===== src/rtl/sme_pattern_compiler.sv =====
// Compiles a pattern byte burst into a fixed-slot match descriptor. The descriptor
// is valid one cycle after the burst ends and is held in HOLD until out_ready.
module sme_pattern_compiler #(
   parameter int MAX_LEN = 8,
   parameter int CW      = 8
) (
   input  logic                  clk,
   input  logic                  reset,
   input  logic [CW-1:0]         chardata,
   input  logic                  ispattern,
   input  logic                  out_ready,
   output logic                  out_valid,
   output logic                  busy,
   output logic [MAX_LEN*CW-1:0] pat_chars,
   output logic [MAX_LEN-1:0]    wild_mask,
   output logic [3:0]            pat_len,
   output logic                  anchor_head,
   output logic                  anchor_tail,
   output logic                  star_en,
   output logic [2:0]            star_pos,
   output logic                  err_overflow
);

   localparam int IW = $clog2(MAX_LEN);
   localparam logic [CW-1:0] CH_CARET  = CW'(8'h5E);
   localparam logic [CW-1:0] CH_DOT    = CW'(8'h2E);
   localparam logic [CW-1:0] CH_STAR   = CW'(8'h2A);
   localparam logic [CW-1:0] CH_DOLLAR = CW'(8'h24);
   localparam logic [3:0]    LEN_MAX   = 4'(MAX_LEN);

   typedef enum logic [1:0] {IDLE, LOAD, HOLD} state_t;

   state_t state_q, state_n;

   logic [MAX_LEN-1:0][CW-1:0] chars_q, chars_n;
   logic [MAX_LEN-1:0]         wild_q, wild_n;
   logic [3:0]                 len_q, len_n;
   logic                       head_q, head_n;
   logic                       tail_q, tail_n;
   logic                       star_q, star_n;
   logic [2:0]                 spos_q, spos_n;
   logic                       ovf_q, ovf_n;
   logic                       last_dollar_q, last_dollar_n;
   // '$' seen with all slots full: it still anchors, but must not shrink pat_len
   logic                       dollar_drop_q, dollar_drop_n;
   logic                       take;
   logic                       first;
   logic [3:0]                 len_m1;

   assign len_m1 = len_q - 4'd1;

   always_comb begin
      state_n       = state_q;
      chars_n       = chars_q;
      wild_n        = wild_q;
      len_n         = len_q;
      head_n        = head_q;
      tail_n        = tail_q;
      star_n        = star_q;
      spos_n        = spos_q;
      ovf_n         = ovf_q;
      last_dollar_n = last_dollar_q;
      dollar_drop_n = dollar_drop_q;
      take          = 1'b0;
      first         = 1'b0;

      case (state_q)
         IDLE: begin
            if (ispattern) begin
               state_n       = LOAD;
               take          = 1'b1;
               first         = 1'b1;
               chars_n       = '0;
               wild_n        = '0;
               len_n         = '0;
               head_n        = 1'b0;
               tail_n        = 1'b0;
               star_n        = 1'b0;
               spos_n        = '0;
               ovf_n         = 1'b0;
               last_dollar_n = 1'b0;
               dollar_drop_n = 1'b0;
            end
         end
         LOAD: begin
            if (ispattern) begin
               take = 1'b1;
            end else begin
               state_n = HOLD;
               if (last_dollar_q) begin
                  tail_n = 1'b1;
                  if (!dollar_drop_q) begin
                     chars_n[len_m1[IW-1:0]] = '0;
                     len_n                   = len_m1;
                  end
               end
               last_dollar_n = 1'b0;
               dollar_drop_n = 1'b0;
            end
         end
         HOLD: begin
            if (out_ready) state_n = IDLE;
         end
         default: state_n = IDLE;
      endcase

      if (take) begin
         // a dropped '$' turns out to be a literal once anything follows it
         if (last_dollar_n && dollar_drop_n) ovf_n = 1'b1;
         last_dollar_n = 1'b0;
         dollar_drop_n = 1'b0;
         if (first && chardata == CH_CARET) begin
            head_n = 1'b1;
         end else if (chardata == CH_STAR && !star_n) begin
            star_n = 1'b1;
            spos_n = len_n[2:0];
         end else if (len_n == LEN_MAX) begin
            if (chardata == CH_DOLLAR) begin
               last_dollar_n = 1'b1;
               dollar_drop_n = 1'b1;
            end else begin
               ovf_n = 1'b1;
            end
         end else begin
            chars_n[len_n[IW-1:0]] = chardata;
            if (chardata == CH_DOT)    wild_n[len_n[IW-1:0]] = 1'b1;
            if (chardata == CH_DOLLAR) last_dollar_n = 1'b1;
            len_n = len_n + 4'd1;
         end
      end
   end

   always_ff @(posedge clk or negedge reset) begin
      if (!reset) begin
         state_q       <= IDLE;
         chars_q       <= '0;
         wild_q        <= '0;
         len_q         <= '0;
         head_q        <= 1'b0;
         tail_q        <= 1'b0;
         star_q        <= 1'b0;
         spos_q        <= '0;
         ovf_q         <= 1'b0;
         last_dollar_q <= 1'b0;
         dollar_drop_q <= 1'b0;
      end else begin
         state_q       <= state_n;
         chars_q       <= chars_n;
         wild_q        <= wild_n;
         len_q         <= len_n;
         head_q        <= head_n;
         tail_q        <= tail_n;
         star_q        <= star_n;
         spos_q        <= spos_n;
         ovf_q         <= ovf_n;
         last_dollar_q <= last_dollar_n;
         dollar_drop_q <= dollar_drop_n;
      end
   end

   assign out_valid    = (state_q == HOLD);
   assign busy         = (state_q == HOLD);
   assign pat_chars    = chars_q;
   assign wild_mask    = wild_q;
   assign pat_len      = len_q;
   assign anchor_head  = head_q;
   assign anchor_tail  = tail_q;
   assign star_en      = star_q;
   assign star_pos     = spos_q;
   assign err_overflow = ovf_q;

endmodule


===== config.mk =====
export PLATFORM = sky130hd
export DESIGN_NAME = sme_pattern_compiler
export DESIGN_NICKNAME = d
export VERILOG_FILES = /design/src/rtl/sme_pattern_compiler.sv
export SDC_FILE = /design/constraint.sdc
export NUM_CORES = 1
export LEC_CHECK = 0
export BUFFER_PORTS_ARGS = -buffer_cell sky130_fd_sc_hd__buf_2
export CAP_MARGIN = 40
export CELL_PAD_IN_SITES_DETAIL_PLACEMENT = 0
export CELL_PAD_IN_SITES_GLOBAL_PLACEMENT = 1
export CORE_AREA = 2 2 104 106
export CTS_BUF_LIST = sky130_fd_sc_hd__clkbuf_8
export DETAILED_ROUTE_END_ITERATION = 12
export DIE_AREA = 0 0 106 108
export PLACE_DENSITY = 0.81
export SYNTH_ARGS = -nofsm -noshare
export SYNTH_HDL_FRONTEND = slang
export SYNTH_SLANG_ARGS = --single-unit

===== constraint.sdc =====
create_clock -name clk -period 4.4 [get_ports clk]
set_clock_uncertainty 0.15 [all_clocks]
set_input_delay 0.22 -clock clk [delete_from_list [all_inputs] [get_ports clk]]
set_output_delay 0.22 -clock clk [all_outputs]
set_load 0.01 [all_outputs]

==> metrics.md <==
| Metric | Value |
|---|---|
| Seq cells post-synth | `87` |
| Post-CTS Resized | `0` |
| Vias in the first global route | `3194` |
| Distinct cells, synth | `54` |
| Critical Path Start Type | `flip-flop` |
| Depth of the CTS H-tree | `3` |
| Final TNS setup | `0 ps` |
| Initial Utilization | `39.88%` |
| Post-layout min period | `3141 ps` |
| Seq/Total Area, Yosys | `53.36%` |
| CP max-delay cell | `or4b_1` |
| Critical path type | `reg -> reg` |
| Clock transition at the registers of the reported paths | `90 ps` |
| RSZ-0062 raised after global routing | `no` |
| Number of primary I/O pins | `97` |
| Outcome | `finished clean` |
| Clk_lat worst skew | `350 ps` |
| Fin crit share | `71.38%` |
| Post-synth EDFFs | `0` |
| Initial antenna violation count | `0` |
| All-Layer GR Usage | `19.44%` |
| Nets | `474` |
| Critical path's largest stage delay | `600 ps` |
| Wire length per cell | `17.78 um` |
| Synth Area per Inst | `11.37 um2` |
| Chip width | `106 um` |
| Crit. End Element | `flip-flop` |
| Antenna-violating nets left | `0` |
| Worst Hold Class | `in -> reg` |
| Slew Limit Headroom | `46.84%` |
| Net load switching power | `0.9432 mW` |
| Iteration-0 DRC count of the detailed router | `197` |
| Combinational power share | `32.0%` |
| Clock share of power | `26.1%` |
| Syn-to-layout area delta | `21.53%` |
| Crit path cell chain | `or4b_1 > o22ai_1 > a22oi_1 > buf_4 > ha_1 > o211ai_1 > a21oi_1 > nor3_4 > nand4_4 > mux2i_1` |
| Ys async rst share | `100.0%` |
| Post-CTS Repair Setup Buffers | `0` |
| DRC Markers | `0` |
| Clk buf depth | `2` |
| Max-cap viol count | `0` |
| Mapped Cells | `359` |
| Sequential power share | `41.9%` |
| DR vias/cell | `5.147` |
| CTS tree | `done` |
| Slew @ Worst Pin | `793.7 ps` |
| Max Freq | `0.3184 GHz` |
| Cell Area, Synth | `0.004080 mm2` |
| Int Pwr | `1.653 mW` |
| Switching share of total power | `36.33%` |
| # hold bufs at CTS | `1` |
| Core area | `0.01023 mm2` |
| Placer Congestion | `0.8937` |
| Routed via count | `3083` |
| Placed insts | `583` |
| Power per Cell Area | `523.5 mW/mm2` |
| Layout cell share with drive strength beyond 1 | `28.73%` |
| Final setup fails | `0` |
| Syn nets | `374` |
| Die Height | `108 um` |
| Worst Path Max Fanout | `11` |
| Peak VDD IR | `0.0002497 V` |
| Port buffer count | `96` |
| Max Slew Vio Count | `0` |
| Primary FF master, synth | `dfrtp_1` |
| Diode count | `0` |
| Pre-antenna DRT Iters | `4` |
| Largest net degree at the start of global routing | `48` |
| Std cell rows | `37` |
| Synth warnings | `0` |
| Finished Layout Cells | `599` |
| Die Area | `0.01145 mm2` |
| Crit path DAT | `3220 ps` |
| Detailed placement HPWL | `7726 um` |
| Hold Violations, Final | `0` |
| Worst Path Required | `4470 ps` |
| First-pass GRT wire length | `17060 um` |
| Leak | `2.845 nW` |
| Clk sinks | `87` |
| Num CTS Buffers | `9` |
| Total gr overflow | `0` |
| Drt total wl | `10650 um` |
| Root Buffer | `clkbuf_8` |
layout make-up:
| cell class | count | area [um2] |
|---|---|---|
| inverters | 14 | 52.55 |
| well taps | 136 | 170.2 |
| clock buffers | 9 | 123.9 |
| clock inverters | 6 | 117.6 |
| fillers | 952 | 5273 |
| flip-flops and latches | 87 | 2177 |
| repair buffers | 99 | 528.0 |
| multi-input cells | 248 | 1789 |
kinds of logic (layout without fill, tap and decap cells):
logic type      count (synthesis)  in the layout  synth area share, %
compound gates                 48             48                8.526
xor+xnor                        4              4               0.8588
fa+ha+maj                       3              3               0.9201
buf+inv                        24            128                2.791
flops                          87             87                53.36
mux                            65             65                15.98
simple gates                  128            128                17.57
registers in the layout, summed over array words and instances, names as in the netlist:
| signal | count |
|---|---|
| anchor_head | 1 |
| anchor_tail | 1 |
| dollar_drop_q | 1 |
| err_overflow | 1 |
| last_dollar_q | 1 |
| pat_chars | 64 |
| pat_len | 4 |
| star_en | 1 |
| star_pos | 3 |
| state_q | 2 |
| wild_mask | 8 |
power groups by stage:
stage	Sequential (mW)	Combinational [mW]	Clock, mW
after global routing	1.11	0.909	0.720
after CTS	1.09	0.838	0.689
final	1.09	0.831	0.677
after detailed placement	1.09	0.838	0
after floorplan	1.15	0.458	0
after global placement	1.10	0.806	0
per-layer routing:
layer	vias up	track usage (%)	wire length (um)
met5	-	0	0
met4	0	6.955	271
met3	17	5.184	684
met2	109	30.78	5058
met1	1505	25.92	4639
li1	1452	-	-
synth_stat cells, types with 2 or more instances:
cell | n | area share (%)
dfrtp_1 | 87 | 53
nand2_1 | 86 | 7.9
mux2i_1 | 64 | 16
inv_1 | 11 | 1.0
o21ai_0 | 11 | 1.3
a21oi_1 | 10 | 1.2
a31oi_1 | 7 | 1.1
nand4_4 | 7 | 3.6
nor2_1 | 7 | 0.64
buf_2 | 4 | 0.49
o31ai_1 | 4 | 0.74
buf_4 | 3 | 0.55
ha_1 | 3 | 0.92
nand3_1 | 3 | 0.37
nor3b_1 | 3 | 0.55
xnor2_1 | 3 | 0.64
a21o_1 | 2 | 0.37
and2_1 | 2 | 0.31
clkbuf_1 | 2 | 0.18
clkinv_1 | 2 | 0.18
nand2b_1 | 2 | 0.31
nor2b_1 | 2 | 0.31
nor3_1 | 2 | 0.25
or2_2 | 2 | 0.31
worst max-delay path, delay by kind of cell, from the launching register on:
family                     cells  cell delay, ps
and+or+nand+nor                3            1270
DFF                            1             500
AOI/OAI and AO/OA              4             410
adders and majority gates      1             240
buffers and inverters          1             230
muxes                          1             190
path summary, 6_finish.rpt:
path | from | endpoint | slack [ps] | cells after the start
worst min register to register | wild_mask[0]$_DFF_PN0_ | wild_mask[0]$_DFF_PN0_ | 330 | 2
worst max register to register | state_q[1]$_DFFE_PN0P_ | pat_chars[16]$_DFF_PN0_ | 1260 | 10
min in group asynchronous | reset | pat_chars[53]$_DFF_PN0_ | 230 | 2
max in group asynchronous | reset | dollar_drop_q$_DFF_PN0_ | 3260 | 3
worst max-delay path | state_q[1]$_DFFE_PN0P_ | pat_chars[16]$_DFF_PN0_ | 1260 | 10
worst min-delay path | out_ready | state_q[1]$_DFFE_PN0P_ | 60 | 3
per-stage QoR:
stage	cell area, um2	setup slack, ps	power, mW	hold WS (ps)	util (%)
global route	4959	1015	2.739	61.03	48.47
floorplan	4080	1478	1.608	-225.6	-
CTS	4959	1263	2.614	50.25	48.47
detailed placement	4707	1276	1.932	89.73	46.01
finish	4959	1259	2.596	62.25	48.47
global placement	4679	1339	1.905	316.1	45.74
placed cells by master, fill, tap and decap left out, types with 3 or more instances in the layout:
cell and count:
buf_2 95, dfrtp_1 87, nand2_1 86, mux2i_1 64
inv_1 11, o21ai_0 11, a21oi_1 10, clkbuf_8 9
nor2_1 7, nand4_4 7, a31oi_1 7, o31ai_1 4
nor3b_1 3, xnor2_1 3, nand3_1 3, ha_1 3
bufinv_16 3
Power figures use the tool's default switching activity.
